[src/rtl/axi_line_master.sv]
// AXI4 line master: turns one-shot cache-line refill/writeback requests into
// single INCR bursts of 32-bit beats, with one transaction outstanding at a time.
module axi_line_master #(
    parameter int LINE_WORDS = 4
) (
    input  logic                     clock,
    input  logic                     reset,

    input  logic                     req_valid,
    output logic                     req_ready,
    input  logic                     req_write,
    input  logic [31:0]              req_addr,
    input  logic [LINE_WORDS*32-1:0] req_wdata,

    output logic                     resp_valid,
    output logic [LINE_WORDS*32-1:0] resp_rdata,
    output logic                     resp_err,

    input  logic                     out_awready,
    output logic                     out_awvalid,
    output logic [31:0]              out_awaddr,
    output logic [7:0]               out_awlen,

    input  logic                     out_wready,
    output logic                     out_wvalid,
    output logic [31:0]              out_wdata,
    output logic                     out_wlast,

    output logic                     out_bready,
    input  logic                     out_bvalid,
    input  logic [1:0]               out_bresp,

    input  logic                     out_arready,
    output logic                     out_arvalid,
    output logic [31:0]              out_araddr,
    output logic [7:0]               out_arlen,

    output logic                     out_rready,
    input  logic                     out_rvalid,
    input  logic [1:0]               out_rresp,
    input  logic [31:0]              out_rdata,
    input  logic                     out_rlast
);

    localparam int              LINE_W    = LINE_WORDS * 32;
    localparam int              CNT_W     = $clog2(LINE_WORDS) + 1;
    localparam logic [CNT_W-1:0] LAST_BEAT = CNT_W'(LINE_WORDS - 1);
    localparam logic [CNT_W-1:0] BEAT_END  = CNT_W'(LINE_WORDS);
    localparam logic [7:0]       BURST_LEN = 8'(LINE_WORDS - 1);
    localparam logic [31:0]      ADDR_MASK = ~(32'(LINE_WORDS * 4) - 32'd1);

    typedef enum logic [2:0] {
        S_IDLE,
        S_AR,
        S_R,
        S_AW,
        S_W,
        S_B,
        S_RESP
    } state_t;

    state_t             state_q, state_d;
    logic [31:0]        addr_q, addr_d;
    logic [LINE_W-1:0]  wdata_q, wdata_d;
    logic [LINE_W-1:0]  rdata_q, rdata_d;
    logic               err_q, err_d;
    logic [CNT_W-1:0]   beat_q, beat_d;

    always_ff @(posedge clock or posedge reset) begin
        if (reset) begin
            state_q <= S_IDLE;
            addr_q  <= '0;
            wdata_q <= '0;
            rdata_q <= '0;
            err_q   <= 1'b0;
            beat_q  <= '0;
        end else begin
            state_q <= state_d;
            addr_q  <= addr_d;
            wdata_q <= wdata_d;
            rdata_q <= rdata_d;
            err_q   <= err_d;
            beat_q  <= beat_d;
        end
    end

    assign resp_rdata = rdata_q;

    always_comb begin
        state_d     = state_q;
        addr_d      = addr_q;
        wdata_d     = wdata_q;
        rdata_d     = rdata_q;
        err_d       = err_q;
        beat_d      = beat_q;

        req_ready   = 1'b0;
        resp_valid  = 1'b0;
        resp_err    = 1'b0;
        out_awvalid = 1'b0;
        out_awaddr  = '0;
        out_awlen   = '0;
        out_wvalid  = 1'b0;
        out_wdata   = '0;
        out_wlast   = 1'b0;
        out_bready  = 1'b0;
        out_arvalid = 1'b0;
        out_araddr  = '0;
        out_arlen   = '0;
        out_rready  = 1'b0;

        case (state_q)
            S_IDLE: begin
                req_ready = 1'b1;
                if (req_valid) begin
                    addr_d  = req_addr & ADDR_MASK;
                    wdata_d = req_wdata;
                    err_d   = 1'b0;
                    beat_d  = '0;
                    state_d = req_write ? S_AW : S_AR;
                end
            end

            S_AR: begin
                out_arvalid = 1'b1;
                out_araddr  = addr_q;
                out_arlen   = BURST_LEN;
                if (out_arready) begin
                    state_d = S_R;
                end
            end

            // Beats past the end of the line are still drained until rlast,
            // but beat_q parks at BEAT_END so they are never stored.
            S_R: begin
                out_rready = 1'b1;
                if (out_rvalid) begin
                    if (beat_q != BEAT_END) begin
                        for (int i = 0; i < LINE_WORDS; i++) begin
                            if (beat_q == CNT_W'(i)) begin
                                rdata_d[i*32 +: 32] = out_rdata;
                            end
                        end
                        beat_d = beat_q + CNT_W'(1);
                    end
                    if (out_rresp != 2'b00) begin
                        err_d = 1'b1;
                    end
                    if (out_rlast) begin
                        if (beat_q != LAST_BEAT) begin
                            err_d = 1'b1;
                        end
                        state_d = S_RESP;
                    end else if (beat_q == LAST_BEAT) begin
                        err_d = 1'b1;
                    end
                end
            end

            S_AW: begin
                out_awvalid = 1'b1;
                out_awaddr  = addr_q;
                out_awlen   = BURST_LEN;
                if (out_awready) begin
                    state_d = S_W;
                end
            end

            S_W: begin
                out_wvalid = 1'b1;
                out_wlast  = (beat_q == LAST_BEAT);
                for (int i = 0; i < LINE_WORDS; i++) begin
                    if (beat_q == CNT_W'(i)) begin
                        out_wdata = wdata_q[i*32 +: 32];
                    end
                end
                if (out_wready) begin
                    if (beat_q == LAST_BEAT) begin
                        state_d = S_B;
                    end else begin
                        beat_d = beat_q + CNT_W'(1);
                    end
                end
            end

            S_B: begin
                out_bready = 1'b1;
                if (out_bvalid) begin
                    if (out_bresp != 2'b00) begin
                        err_d = 1'b1;
                    end
                    state_d = S_RESP;
                end
            end

            S_RESP: begin
                resp_valid = 1'b1;
                resp_err   = err_q;
                state_d    = S_IDLE;
            end

            default: begin
                state_d = S_IDLE;
            end
        endcase
    end

endmodule

[config.mk]
export PLATFORM = sky130hd
export DESIGN_NAME = axi_line_master
export DESIGN_NICKNAME = d
export VERILOG_FILES = /design/src/rtl/axi_line_master.sv
export SDC_FILE = /design/constraint.sdc
export NUM_CORES = 1
export LEC_CHECK = 0
export CAP_MARGIN = 30
export CORE_ASPECT_RATIO = 0.75
export CORE_MARGIN = 10
export CORE_UTILIZATION = 30
export CTS_CLUSTER_SIZE = 25
export DETAILED_ROUTE_END_ITERATION = 10
export PLACE_DENSITY = 0.67
export SYNTH_ARGS = -nofsm -noshare
export SYNTH_HDL_FRONTEND = slang
export SYNTH_SLANG_ARGS = --single-unit
[constraint.sdc]
create_clock -name clock -period 14.2 [get_ports clock]
set_input_delay 1.42 -clock clock [delete_from_list [all_inputs] [get_ports clock]]
set_output_delay 1.42 -clock clock [all_outputs]
set_load 0.02 [all_outputs]
After elaboration in Yosys (flattened, before gate mapping). Cells that the tools add are included. Widths: inputs -> output; s select.

Add/subtract/negate cells: 1. Reduce and logical (&&, ||, !) cells: 14. Muxes and demuxes: 43. Equal/unequal tests: 22.

Operator list (count): $mux 32 (7); $mux 3 (13); $ne 2x2->1 const B (11); $pmux 3 s6 (1); $mux 1 (17); $reduce_and 4->1 (4); $eq 3x2->1 const B (4); $eq 3x3->1 const B (3); $pmux 3 s3 (1); $reduce_and 8->1 (1); $eq 3x1->1 const B (2); $logic_not 3->1 (2); $mux 2 (3); $reduce_and 6->1 (1); $reduce_bool 3->1 (2); $reduce_and 5->1 (1); $reduce_bool 2->1 (2); $add 3x1->3 const B (1); $ne 3x2->1 const B (1); $ne 3x3->1 const B (1); $pmux 1 s3 (1); $reduce_and 2->1 (1).

Logic and storage cells: 89. Input port bits: 206. Register bits: 291. Output and inout port bits: 249.

Depth between registers and ports, before layout.
Word-level depth: 6. Gate-level depth with buffers: 8. Depth with buffers taken out: 6.

Worst setup path after synthesis. Ideal clock, no wire load.

Kind: flip-flop to output port. From: register state_q[1]. To: output port out_wdata[10]. Arrival: 1.945 ns. Path slack: 10.835 ns. Stages on the path, launching flop included: 7. Data required time: 12.780 ns. Buffers on the path: 2. Path through: dfrtp_1 -> buf_2 -> nor2_1 -> and2_1 -> nand3_1 -> clkbuf_1 -> o31ai_1.

Cells in the longest elaborated chain, start to end: 2.

RTL lines: start: declaration (RTL line 62) `state_t state_q, state_d;`; start signal: assignment (RTL line 78) `state_q <= state_d;`; $eq 3x3->1 (RTL line 112) `case (state_q)`; $mux 32 (RTL line 112); end: declaration (RTL line 26) `output logic [31:0] out_wdata,`.

No other way between the ends.

Worst setup path in the final report.
From: register beat_q[2]. To: output port out_wdata[27].

Cells in the longest elaborated chain, start to end: 6. Elaborated cells between the ends (all ways): 9. Those cells by class: 3 x eq/ne; 5 x mux; 1 x reduce/logical.

RTL lines: start: declaration (RTL line 67) `logic [CNT_W-1:0] beat_q, beat_d;`; start signal: assignment (RTL line 83) `beat_q <= beat_d;`; $logic_not 3->1 (RTL line 173) `if (beat_q == CNT_W'(i)) begin`; $mux 32 (3 in a row) (RTL line 173); $mux 32 (*) (RTL line 173); $mux 32 (*) (RTL line 112).

Every way passes the cells marked *; elsewhere a longest branch is shown, timed or not.

==> results.py <==
metrics = {
    "timing": {
        "max_freq_mhz": 207.6,
        "layout_min_cycle_time_ns": 4.817,
        "fin_skew_ns": 0.007205,
        "rsz0062_at_grt": "false",
        "fin_tns_setup_ns": 0,
        "finalMaxSlewViolations": 0,
        "final-hold-violation-count": 0,
        "tightestPinTransition_ns": 0.9946,
        "relSlewSlack_pct": 33.70,
        "finalSetupViolCount": 0,
        "finalCritPeriodShare_pct": 33.92,
    },
    "detailed_routing": {
        "wirelength_mm": 40.67,
        "drc": 0,
        "first_pass_iters": 7,
        "via_per_inst": 4.618,
        "wl_per_cell_um": 20.57,
        "drt_iter0_drc": 448,
        "drtAntennaViolNets": 0,
        "vias": 9129,
    },
    "place": {
        "place_inst": 1921,
        "hpwl_mm": 29.65,
        "gp_congestion": 0.8143,
        "portBuffers": 430,
    },
    "clocking": {
        "cts_max_level": 1,
        "cts_resized": 0,
        "cts_tree": "built",
        "cts-root-buf": "clkbuf_16",
        "cts_setup_buffers": 0,
        "ctsHoldBuffers": 0,
        "path_clk_slew_ns": 0.06,
        "clk_latency_ns": 0.57,
        "cts_sinks": 291,
        "numCtsBuffers": 31,
        "clock_path_buffers": 3,
    },
    "critical_path": {
        "rrSetupSlack_ns": 11.30,
        "cp-end-kind": "output port",
        "required_ns": 12.78,
        "r2r_end": "wdata_q[56]",
        "start_kind": "flip-flop",
        "endpoint": "out_wdata[27]",
        "crit_path_start": "beat_q[2]",
        "critical_path_class": "flip-flop to output port",
        "arrival_ns": 3.40,
        "reg2reg_depth": 4,
        "reg2reg_from": "state_q[2]",
        "cp_max_fo": 23,
    },
    "power_and_ir_drop": {
        "powerDensity_mw_per_mm2": 218.3,
        "combPwrFrac_pct": 45.3,
        "p_sw_uw": 1451,
        "power_frac_seq_pct": 35.8,
        "power_uw": 4048,
        "leakage_uw": 0.007784,
        "intPower_uw": 2597,
        "vdd_ir_drop_max_uv": 95.74,
        "switching_share_pct": 35.84,
        "power.share.clock_pct": 18.8,
    },
    "run_status": {
        "status": "completed",
    },
    "finish": {
        "seq_area_mm2": 0.007282,
        "postLayoutCoreUtil_pct": 43.85,
        "nets": 1599,
        "area_delta_synth_final_pct": 43.60,
        "stdcell_count": 1977,
        "layout-drive-gt1-share_pct": 24.95,
        "multi_input_area_mm2": 0.005065,
        "nFillCells": 3862,
    },
    "die": {
        "coreArea_mm2": 0.04229,
        "start_util_pct": 30.53,
        "dieHeight_um": 199.7,
        "rows": 65,
        "die_w_um": 259.6,
        "pin_count": 455,
        "die_area_mm2": 0.05183,
    },
    "global_route": {
        "overflow": 0,
        "antenna_found_initial": 8,
        "grt_pass1_vias": 9579,
        "grt_pass1_wl_mm": 60.24,
        "grt_usage_pct": 14.88,
        "grt_max_degree": 165,
    },
    "synthesis": {
        "ys_ff_latch": 291,
        "ys_top_cells_by_area": "dfrtp_1 (56%), mux2_2 (24%), and2_1 (2.9%)",
        "synth_common_cells": "dfrtp_1 (291), mux2_2 (278), nor2_1 (74)",
        "synthFlopType": "dfrtp_1",
        "yosys.area.top_type_share_pct": 56.40,
        "syn-cell-area_mm2": 0.01291,
        "synth_cells": 979,
        "synth_edf_count": 0,
        "yosysWarnings": 0,
        "yosysTopAreaCell": "dfrtp_1",
        "synth_seq_area_share_pct": 56.40,
        "synth_most_common_cell": "dfrtp_1",
        "synth_cell_types": 40,
        "syn_area_per_cell_um2": 13.19,
        "ys_async_sr_fraction_pct": 100.0,
    },
    "min_path": {
        "min_path_type": "flip-flop to flip-flop",
        "hold_depth": 1,
    },
    "run": {
        "maxCapViolCount": 0,
    },
}
-- worst max-delay path: stages (launching register included) --
cell and delay [ns]:
dfrtp_1 0.40, inv_1 0.20, ha_1 0.30, and3_1 0.58, buf_4 0.44, nand2_1 0.10, o31ai_1 0.11, clkdlybuf4s50_1 0.68
-- flip-flops by register name (all words and copies together) (netlist names) --
signal and flops:
beat_q 3, resp_rdata 128, state_q 3, wdata_q 128
addr_q 28, err_q 1
-- per-layer routing --
layer	part of all wire [%]	wire length, um	up-vias	GRT usage, %
li1	-	-	4186	-
met1	42	16930	4558	18.23
met2	46	18650	310	24.09
met3	9.7	3941	67	5.773
met4	2.7	1091	8	3.998
met5	0.11	46	-	0
-- per-stage QoR --
step	cell area, um^2	hold slack [ns]	setup slack (ns)
finish	18540	0.4854	9.383
floorplan	12980	0.4804	4.746
global placement	17480	0.4715	9.871
global route	18540	0.4974	9.150
detailed placement	17540	0.4740	9.902
CTS	18470	0.4883	9.290
-- placed cells by master (no fill, tap or decap), types with 3 or more instances in the layout --
| cell | instances |
|---|---|
| a211oi_1 | 32 |
| a21oi_1 | 4 |
| and2_1 | 58 |
| buf_12 | 4 |
| buf_4 | 9 |
| clkbuf_1 | 10 |
| clkbuf_16 | 31 |
| clkbuf_8 | 6 |
| clkdlybuf4s50_1 | 430 |
| conb_1 | 20 |
| dfrtp_1 | 291 |
| ha_1 | 4 |
| inv_1 | 5 |
| mux2_1 | 7 |
| mux2_2 | 278 |
| mux2_4 | 3 |
| mux2i_1 | 3 |
| nand2_1 | 68 |
| nand3_2 | 3 |
| nor2_1 | 72 |
| o31ai_1 | 33 |
-- how the worst min path moves through the flow --
stage,from,to,slack (ns)
after floorplan,wdata_q[117],wdata_q[117],0.48
after global placement,resp_rdata[4],resp_rdata[4],0.47
after detailed placement,resp_rdata[22],resp_rdata[22],0.47
after CTS,resp_rdata[22],resp_rdata[22],0.49
after global routing,resp_rdata[22],resp_rdata[22],0.50
final,resp_rdata[22],resp_rdata[22],0.49
-- power groups by stage --
| stage | Clock, uW | Combinational [uW] | Sequential [uW] |
|---|---|---|---|
| 2_1_floorplan | 0 | 947 | 1600 |
| 3_3_place_gp | 0 | 1830 | 1440 |
| 3_5_place_dp | 0 | 1860 | 1470 |
| 4_1_cts | 788 | 1860 | 1450 |
| 5_1_grt | 812 | 1970 | 1510 |
| 6_report | 763 | 1830 | 1450 |
-- final cells by class --
class	count	area share, %
inverter	6	0.1619
timing repair buffer	446	24.39
clock buffer	47	4.831
clock inverter	5	0.1822
tap	569	3.839
sequential	291	39.27
antenna	1	0.01350
multi-input combinational	612	27.31
-- kinds of logic after synthesis --
group                    share of synthesized area, %
AO/OA/AOI/OAI                                   4.642
XOR/XNOR                                      0.06784
adder cells (fa/ha/maj)                        0.4845
buffers and inverters                           5.019
flip-flops                                      56.40
multiplexers                                    25.44
other                                         0.02904
AND/OR/NAND/NOR                                 7.926
Power figures use the tool's default switching activity.
